--- src/rtl/sd_ctrl_pkg.sv ---
// Shared constants and state encodings for the SD block reader.
package sd_ctrl_pkg;

    // SPI I/O block register map
    localparam logic [2:0] REG_DATA_HI = 3'd0;
    localparam logic [2:0] REG_DATA_LO = 3'd1;
    localparam logic [2:0] REG_CTRL    = 3'd2;
    localparam logic [2:0] REG_PRESC   = 3'd3;

    // CTRL values: SSM=1, 16B=0, SS=10 selects SS0; SS=11 releases all
    localparam logic [7:0] CTRL_SEL0  = 8'h22;
    localparam logic [7:0] CTRL_DESEL = 8'h23;

    localparam logic [7:0] CMD17       = 8'h51;
    localparam logic [7:0] TOKEN_START = 8'hFE;
    localparam logic [7:0] FILL        = 8'hFF;

    localparam logic [1:0] ERR_OK         = 2'd0;
    localparam logic [1:0] ERR_R1_TIMEOUT = 2'd1;
    localparam logic [1:0] ERR_R1_BAD     = 2'd2;
    localparam logic [1:0] ERR_TOKEN      = 2'd3;

    typedef enum logic [3:0] {
        ST_IDLE,
        ST_SEL,
        ST_CMD,
        ST_R1,
        ST_TOKEN,
        ST_DATA,
        ST_CRC,
        ST_DESEL,
        ST_TRAIL,
        ST_DONE
    } rd_state_t;

    typedef enum logic [2:0] {
        XS_IDLE,
        XS_WRITE,
        XS_SETTLE,
        XS_POLL,
        XS_CHK,
        XS_READ,
        XS_CAP
    } xfer_state_t;

    // Byte idx of the 6-byte CMD17 frame (fixed dummy CRC byte last)
    function automatic logic [7:0] cmd_byte(input logic [31:0] arg, input logic [2:0] idx);
        case (idx)
            3'd0:    return CMD17;
            3'd1:    return arg[31:24];
            3'd2:    return arg[23:16];
            3'd3:    return arg[15:8];
            3'd4:    return arg[7:0];
            default: return FILL;
        endcase
    endfunction

endpackage

--- src/rtl/spi_byte_xfer.sv ---
// One SPI byte exchange (or a raw CTRL write) through the SPI register block.
module spi_byte_xfer
    import sd_ctrl_pkg::*;
#(
    parameter int unsigned SETTLE = 4
) (
    input  logic       clk,
    input  logic       rst,
    input  logic       req,
    input  logic       wr_only,
    input  logic [7:0] tx,
    output logic       ack,
    output logic [7:0] rx,
    output logic       spi_cs,
    output logic       spi_rw,
    output logic [2:0] spi_ad,
    output logic [7:0] spi_wdata,
    input  logic [7:0] spi_rdata
);

    localparam int unsigned SW = (SETTLE > 1) ? $clog2(SETTLE) : 1;

    xfer_state_t   state, state_nxt;
    logic          wr_q, wr_nxt;
    logic [SW-1:0] cnt, cnt_nxt;
    logic          cs_nxt, rw_nxt, ack_nxt;
    logic [2:0]    ad_nxt;
    logic [7:0]    wdata_nxt, rx_nxt;

    // State and registered bus outputs
    always_ff @(posedge clk) begin
        if (!rst) begin
            state     <= XS_IDLE;
            wr_q      <= 1'b0;
            cnt       <= '0;
            ack       <= 1'b0;
            rx        <= 8'h00;
            spi_cs    <= 1'b0;
            spi_rw    <= 1'b1;
            spi_ad    <= 3'd0;
            spi_wdata <= 8'h00;
        end else begin
            state     <= state_nxt;
            wr_q      <= wr_nxt;
            cnt       <= cnt_nxt;
            ack       <= ack_nxt;
            rx        <= rx_nxt;
            spi_cs    <= cs_nxt;
            spi_rw    <= rw_nxt;
            spi_ad    <= ad_nxt;
            spi_wdata <= wdata_nxt;
        end
    end

    // Write, settle, poll RDY, read data
    always_comb begin
        state_nxt = state;
        case (state)
            XS_IDLE:   if (req) state_nxt = XS_WRITE;
            XS_WRITE:  state_nxt = wr_q ? XS_IDLE : XS_SETTLE;
            XS_SETTLE: if (cnt == SW'(SETTLE - 1)) state_nxt = XS_POLL;
            XS_POLL:   state_nxt = XS_CHK;
            XS_CHK:    state_nxt = spi_rdata[7] ? XS_READ : XS_POLL;
            XS_READ:   state_nxt = XS_CAP;
            XS_CAP:    state_nxt = XS_IDLE;
            default:   state_nxt = XS_IDLE;
        endcase
    end

    // Bus access decode from the next state; rx captured the cycle after the DATA_LO read
    always_comb begin
        cs_nxt    = 1'b0;
        rw_nxt    = 1'b1;
        ad_nxt    = spi_ad;
        wdata_nxt = spi_wdata;
        wr_nxt    = wr_q;
        cnt_nxt   = '0;
        ack_nxt   = 1'b0;
        rx_nxt    = rx;
        case (state_nxt)
            XS_WRITE: begin
                cs_nxt    = 1'b1;
                rw_nxt    = 1'b0;
                ad_nxt    = wr_only ? REG_CTRL : REG_DATA_LO;
                wdata_nxt = tx;
                wr_nxt    = wr_only;
            end
            XS_POLL: begin
                cs_nxt = 1'b1;
                ad_nxt = REG_CTRL;
            end
            XS_READ: begin
                cs_nxt = 1'b1;
                ad_nxt = REG_DATA_LO;
            end
            default: ;
        endcase
        if (state == XS_SETTLE)
            cnt_nxt = cnt + SW'(1);
        if (state == XS_CAP) begin
            ack_nxt = 1'b1;
            rx_nxt  = spi_rdata;
        end
        if (state == XS_WRITE && wr_q)
            ack_nxt = 1'b1;
    end

endmodule

--- src/rtl/sd_block_reader.sv ---
// CMD17 single-block reader: drives the SPI register block and fills the buffer RAM.
module sd_block_reader #(
    parameter int unsigned R1_TIMEOUT    = 8,
    parameter int unsigned TOKEN_TIMEOUT = 4096,
    parameter int unsigned SETTLE        = 4
) (
    input  logic        clk,
    input  logic        rst,
    input  logic        start,
    input  logic [31:0] lba,
    input  logic        sdhc,
    output logic        busy,
    output logic        done,
    output logic [1:0]  err_code,
    output logic        mem_we,
    output logic [8:0]  mem_addr,
    output logic [7:0]  mem_data,
    output logic        spi_cs,
    output logic        spi_rw,
    output logic [2:0]  spi_ad,
    output logic [7:0]  spi_wdata,
    input  logic [7:0]  spi_rdata
);
    import sd_ctrl_pkg::*;

    localparam int unsigned CW = 16;

    rd_state_t   state, state_nxt;
    logic [31:0] arg, arg_nxt;
    logic [CW-1:0] cnt, cnt_nxt;
    logic        pend, pend_nxt;
    logic        busy_nxt, done_nxt, mem_we_nxt;
    logic [1:0]  err_nxt;
    logic [8:0]  mem_addr_nxt;
    logic [7:0]  mem_data_nxt;
    logic        req_c, wr_only_c;
    logic [7:0]  tx_c;
    logic        x_ack;
    logic [7:0]  x_rx;

    spi_byte_xfer #(.SETTLE(SETTLE)) u_xfer (
        .clk       (clk),
        .rst       (rst),
        .req       (req_c),
        .wr_only   (wr_only_c),
        .tx        (tx_c),
        .ack       (x_ack),
        .rx        (x_rx),
        .spi_cs    (spi_cs),
        .spi_rw    (spi_rw),
        .spi_ad    (spi_ad),
        .spi_wdata (spi_wdata),
        .spi_rdata (spi_rdata)
    );

    // State register plus registered outputs and datapath
    always_ff @(posedge clk) begin
        if (!rst) begin
            state    <= ST_IDLE;
            arg      <= 32'h0;
            cnt      <= '0;
            pend     <= 1'b0;
            busy     <= 1'b0;
            done     <= 1'b0;
            err_code <= ERR_OK;
            mem_we   <= 1'b0;
            mem_addr <= 9'd0;
            mem_data <= 8'h00;
        end else begin
            state    <= state_nxt;
            arg      <= arg_nxt;
            cnt      <= cnt_nxt;
            pend     <= pend_nxt;
            busy     <= busy_nxt;
            done     <= done_nxt;
            err_code <= err_nxt;
            mem_we   <= mem_we_nxt;
            mem_addr <= mem_addr_nxt;
            mem_data <= mem_data_nxt;
        end
    end

    // Sequence through select, command, response, token, data, CRC, deselect
    always_comb begin
        state_nxt = state;
        case (state)
            ST_IDLE:  if (start) state_nxt = ST_SEL;
            ST_SEL:   if (x_ack) state_nxt = ST_CMD;
            ST_CMD:   if (x_ack && cnt == CW'(5)) state_nxt = ST_R1;
            ST_R1: if (x_ack) begin
                if (x_rx != FILL)
                    state_nxt = (x_rx == 8'h00) ? ST_TOKEN : ST_DESEL;
                else if (cnt == CW'(R1_TIMEOUT - 1))
                    state_nxt = ST_DESEL;
            end
            ST_TOKEN: if (x_ack) begin
                if (x_rx != FILL)
                    state_nxt = (x_rx == TOKEN_START) ? ST_DATA : ST_DESEL;
                else if (cnt == CW'(TOKEN_TIMEOUT - 1))
                    state_nxt = ST_DESEL;
            end
            ST_DATA:  if (x_ack && mem_addr == 9'd511) state_nxt = ST_CRC;
            ST_CRC:   if (x_ack && cnt == CW'(1)) state_nxt = ST_DESEL;
            ST_DESEL: if (x_ack) state_nxt = ST_TRAIL;
            ST_TRAIL: if (x_ack) state_nxt = ST_DONE;
            ST_DONE:  state_nxt = ST_IDLE;
            default:  state_nxt = ST_IDLE;
        endcase
    end

    // Exchange requests, counters, error capture and buffer writes
    always_comb begin
        req_c        = 1'b0;
        wr_only_c    = 1'b0;
        tx_c         = FILL;
        pend_nxt     = pend;
        cnt_nxt      = cnt;
        arg_nxt      = arg;
        err_nxt      = err_code;
        mem_we_nxt   = 1'b0;
        mem_data_nxt = mem_data;
        mem_addr_nxt = mem_we ? mem_addr + 9'd1 : mem_addr;
        busy_nxt     = !(state_nxt == ST_IDLE || state_nxt == ST_DONE);
        done_nxt     = (state_nxt == ST_DONE);

        if (state != ST_IDLE && state != ST_DONE)
            req_c = !pend;
        wr_only_c = (state == ST_SEL || state == ST_DESEL);
        case (state)
            ST_SEL:   tx_c = CTRL_SEL0;
            ST_DESEL: tx_c = CTRL_DESEL;
            ST_CMD:   tx_c = cmd_byte(arg, cnt[2:0]);
            default:  tx_c = FILL;
        endcase

        if (req_c)
            pend_nxt = 1'b1;
        else if (x_ack)
            pend_nxt = 1'b0;

        if (state_nxt != state)
            cnt_nxt = '0;
        else if (x_ack)
            cnt_nxt = cnt + CW'(1);

        if (state == ST_IDLE && start) begin
            arg_nxt      = sdhc ? lba : {lba[22:0], 9'b0};
            err_nxt      = ERR_OK;
            mem_addr_nxt = 9'd0;
        end

        if (state == ST_R1 && state_nxt == ST_DESEL)
            err_nxt = (x_rx == FILL) ? ERR_R1_TIMEOUT : ERR_R1_BAD;
        if (state == ST_TOKEN && state_nxt == ST_DESEL)
            err_nxt = ERR_TOKEN;

        if (state == ST_DATA && x_ack) begin
            mem_we_nxt   = 1'b1;
            mem_data_nxt = x_rx;
        end
    end

endmodule

--- config.mk ---
export PLATFORM = sky130hd
export DESIGN_NAME = sd_block_reader
export DESIGN_NICKNAME = d
export VERILOG_FILES = /design/src/rtl/sd_ctrl_pkg.sv /design/src/rtl/spi_byte_xfer.sv /design/src/rtl/sd_block_reader.sv
export SDC_FILE = /design/constraint.sdc
export NUM_CORES = 1
export LEC_CHECK = 0
export BUFFER_PORTS_ARGS = -buffer_cell sky130_fd_sc_hd__clkbuf_2
export CAP_MARGIN = 10
export CORE_ASPECT_RATIO = 0.5
export CORE_MARGIN = 1
export CORE_UTILIZATION = 40
export CTS_CLUSTER_DIAMETER = 120
export DETAILED_ROUTE_END_ITERATION = 7
export GPL_TIMING_DRIVEN = 0
export PLACE_DENSITY_LB_ADDON = 0.08
export SLEW_MARGIN = 20
export SYNTH_ARGS = -nofsm -noshare
export SYNTH_HDL_FRONTEND = slang
export SYNTH_SLANG_ARGS = --single-unit
--- constraint.sdc ---
create_clock -name clk -period 3 [get_ports clk]
set_clock_uncertainty 0.2 [all_clocks]
set_input_delay 0.6 -clock clk [delete_from_list [all_inputs] [get_ports clk]]
set_output_delay 0.6 -clock clk [all_outputs]
set_load 0.02 [all_outputs]
==> flow_summary.yaml <==
placement:
  port_buffers: 75
  postPlaceCellArea_mm2: 0.00553
  hpwl_um: 9570
  place_congestion: 0.831
pwr:
  powerDensity_mw_per_mm2: 522
  power_leakage_nw: 2.35
  ir_drop_v: 0.000237
  p_total_w: 0.00307
logic_synthesis:
  synth-edff-count: 0
  syn-cell-area_mm2: 0.00495
  yosysUniqueCellTypes: 56
  yosys_warnings: 0
  synth_top_area_share: 0.413
  synth.area.top_cells: "dfxtp_1, mux2i_1, nor2_1"
  synth_area_per_cell_um2: 8.90
  async_flop_share: 0
  ys_ff_latch: 102
  synthFlopType: "dfxtp_1"
  yosysSeqAreaShare: 0.413
  synth_largest_area_cell: "dfxtp_1"
  synth_nets: 608
  syn_inst: 556
routing:
  firstDrtPassIters: 6
  wl_per_cell_um: 16.0
  num_vias: 4354
  drt-total-wl_um: 13000
  drc: 0
  via_per_inst: 5.37
  ant_nets: 0
  drtIter0Drc: 285
global_routing:
  grt_pass1_vias: 3926
  grt_pass1_wl_um: 20800
  grt_antenna_before_repair: 0
  overflow: 0
  grt.total_usage: 0.207
  grt_max_degree: 18
finish:
  finish.net_count: 693
  num-fill-cells: 1194
  antenna_cells: 0
  utilization: 0.493
  regArea_mm2: 0.00205
  synthToLayoutAreaGrowth_pct: 19.0
  final_layout_size_suffix_gt1_frac: 0.190
  multi_input_area_mm2: 0.00270
  stdcell_area_mm2: 0.00589
timing:
  setup_viol: 0
  worst_pin_slew_ns: 1.00
  finalCritPeriodShare: 0.953
  grt_setup_unrepaired: "no"
  fin_setup_tns_ns: 0
  fmax_mhz: 350
  maxSlewHeadroom: 0.326
  final_max_slew_viol_count: 0
  period_needed_ns: 2.86
  hold_slack_ns: 0.251
  finalHoldViolCount: 0
run_status:
  run_status: "finished, final reports clean"
clock_network:
  clk_pin_slew_ns: 0.07
  worstSkewPairLatency_ns: 0.35
  htree_levels: 3
  cts_made_buffers: 9
  cts.sinks: 102
  cts_tree: "yes"
  cts.path.max_buffers: 2
  cts_root_buf: "clkbuf_16"
setup_path:
  crit_type: "flop to flop"
  r2r_start: "mem_addr[0]"
  cp-endpoint: "cnt[6]"
  rr_endpoint: "cnt[6]"
  end_kind: "flop"
  crit_path_max_fanout: 10
  cp-start-kind: "flop"
  r2r_slack_ns: 0.14
  critical_path.startpoint: "mem_addr[0]"
  cp_data_arrival_time_ns: 2.93
  required_ns: 3.07
  r2r_cells: 11
die:
  coreArea_mm2: 0.0119
  start_util: 0.414
  fp.dieW_um: 159
  die_y_um: 80.6
  rows: 28
  io_pins: 79
  fp.dieArea_mm2: 0.0128
worst_hold_path:
  hold_path.class: "flop to flop"
  min-delay-start: "u_xfer.cnt[0]"
job:
  cap_violations: 0
[critical path: stages (launching register included)]
cell	delay, ns
dfxtp_2	0.37
ha_2	0.22
nand2_1	0.07
nor2_2	0.11
ha_2	0.20
or2b_1	0.12
o22ai_1	0.09
a2111o_1	0.42
or4_4	0.50
buf_6	0.15
buf_8	0.15
a211oi_2	0.17
[cells by family after synthesis]
family	after synthesis	synth area share
simple gates	201	0.204
compound gates	124	0.187
flops	102	0.413
buf+inv	54	0.0478
mux	43	0.0870
xor+xnor	23	0.0407
fa+ha+maj	8	0.0202
other cells	1	0.000758
[final cells by class]
class                           instances  share of cell area
Multi-Input combinational cell        400               0.458
Tap cell                              165              0.0351
Clock buffer                           10              0.0389
Inverter                                9             0.00574
Timing Repair Buffer                   75              0.0638
Sequential cell                       102               0.349
Buffer                                 44              0.0338
Clock inverter                          6              0.0162
[power breakdown]
| group | total (W) | switching, W | internal, W |
|---|---|---|---|
| Sequential | 0.00144 | 0.0000331 | 0.00141 |
| Combinational | 0.000349 | 0.000223 | 0.000126 |
| Clock | 0.00128 | 0.000542 | 0.000739 |
| Total | 0.00307 | 0.000798 | 0.00227 |
[Yosys cell counts, types with 2 or more instances]
master and n:
a211oi_2 10, buf_1 7, a211oi_1 32, a21o_1 2, or4_1 2, nand2_1 31
and3b_1 3, o21a_1 3, nand2b_1 6, buf_4 3, nor4_1 5, a41o_1 3
ha_1 8, a311oi_1 4, nor2b_1 6, clkbuf_1 30, nand4_1 15, a31oi_1 8
o21ai_0 8, mux2i_1 43, o22a_1 2, and2_1 3, and4_1 3, nand4b_1 2
o22ai_1 2, nor3_1 13, dfxtp_1 102, and3_1 10, buf_2 3, nand3_1 22
xnor2_1 7, or3_1 4, o21ai_1 2, nor2_1 70, o31ai_1 6, inv_1 8
a21oi_1 25, a221oi_1 2, nand4bb_1 2, xor2_1 16, a222oi_1 8
[per-stage QoR]
stage | std cells | worst slack, ns
2_1_floorplan | 556 | 0.158
3_3_place_gp | 796 | -0.0525
3_5_place_dp | 796 | -0.0378
4_1_cts | 812 | 0.00681
5_1_grt | 811 | 0.00975
6_report | 811 | 0.142
[metal layers]
layer | vias to the layer above | GRT usage | wire length [um]
met2 | 112 | 0.293 | 5070
met1 | 2028 | 0.306 | 7070
met3 | 9 | 0.0558 | 757
met5 | - | 0 | 0
met4 | 0 | 0.0462 | 100
li1 | 2205 | - | -
[repair_timing]
action / CTS / global route
resized for setup: 5 / 9
buffers inserted: 0 / 0
setup endpoints to repair: 10 / 14
pin swaps: 0 / 2
gates cloned: 0 / 0
hold buffers: 0 / 0
[cell usage in the layout (no fill, tap or decap), types with 7 or more instances in the layout]
master     count
and3_1         9
a21oi_1       25
xor2_1        16
nand2_1       31
nand4_1       15
mux2i_1       43
buf_1          7
nand3_1       22
o21ai_0        8
a31oi_1        8
clkbuf_16      9
a211oi_2      10
nor2_1        69
clkbuf_1      30
a222oi_1       8
a211oi_1      32
clkbuf_2      75
inv_1          8
xnor2_1        7
dfxtp_1       97
nor3_1        13
[how the worst min path moves through the flow]
stage | to | slack [ns] | cells after the start
floorplan | u_xfer.cnt[0] | 0.20 | 1
global placement | u_xfer.cnt[0] | 0.21 | 1
detailed placement | u_xfer.cnt[0] | 0.23 | 1
CTS | u_xfer.cnt[0] | 0.24 | 1
global route | u_xfer.cnt[0] | 0.26 | 1
finish | u_xfer.cnt[0] | 0.25 | 1
[flip-flops by register name, indices dropped and copies added, names as in the netlist, 3 cells and up]
name / count
u_xfer.spi_wdata: 8
mem_addr: 9
u_xfer.rx: 8
state: 4
arg: 32
cnt: 16
u_xfer.state: 3
mem_data: 8
Note: power is estimated with default switching activity, not from simulation.
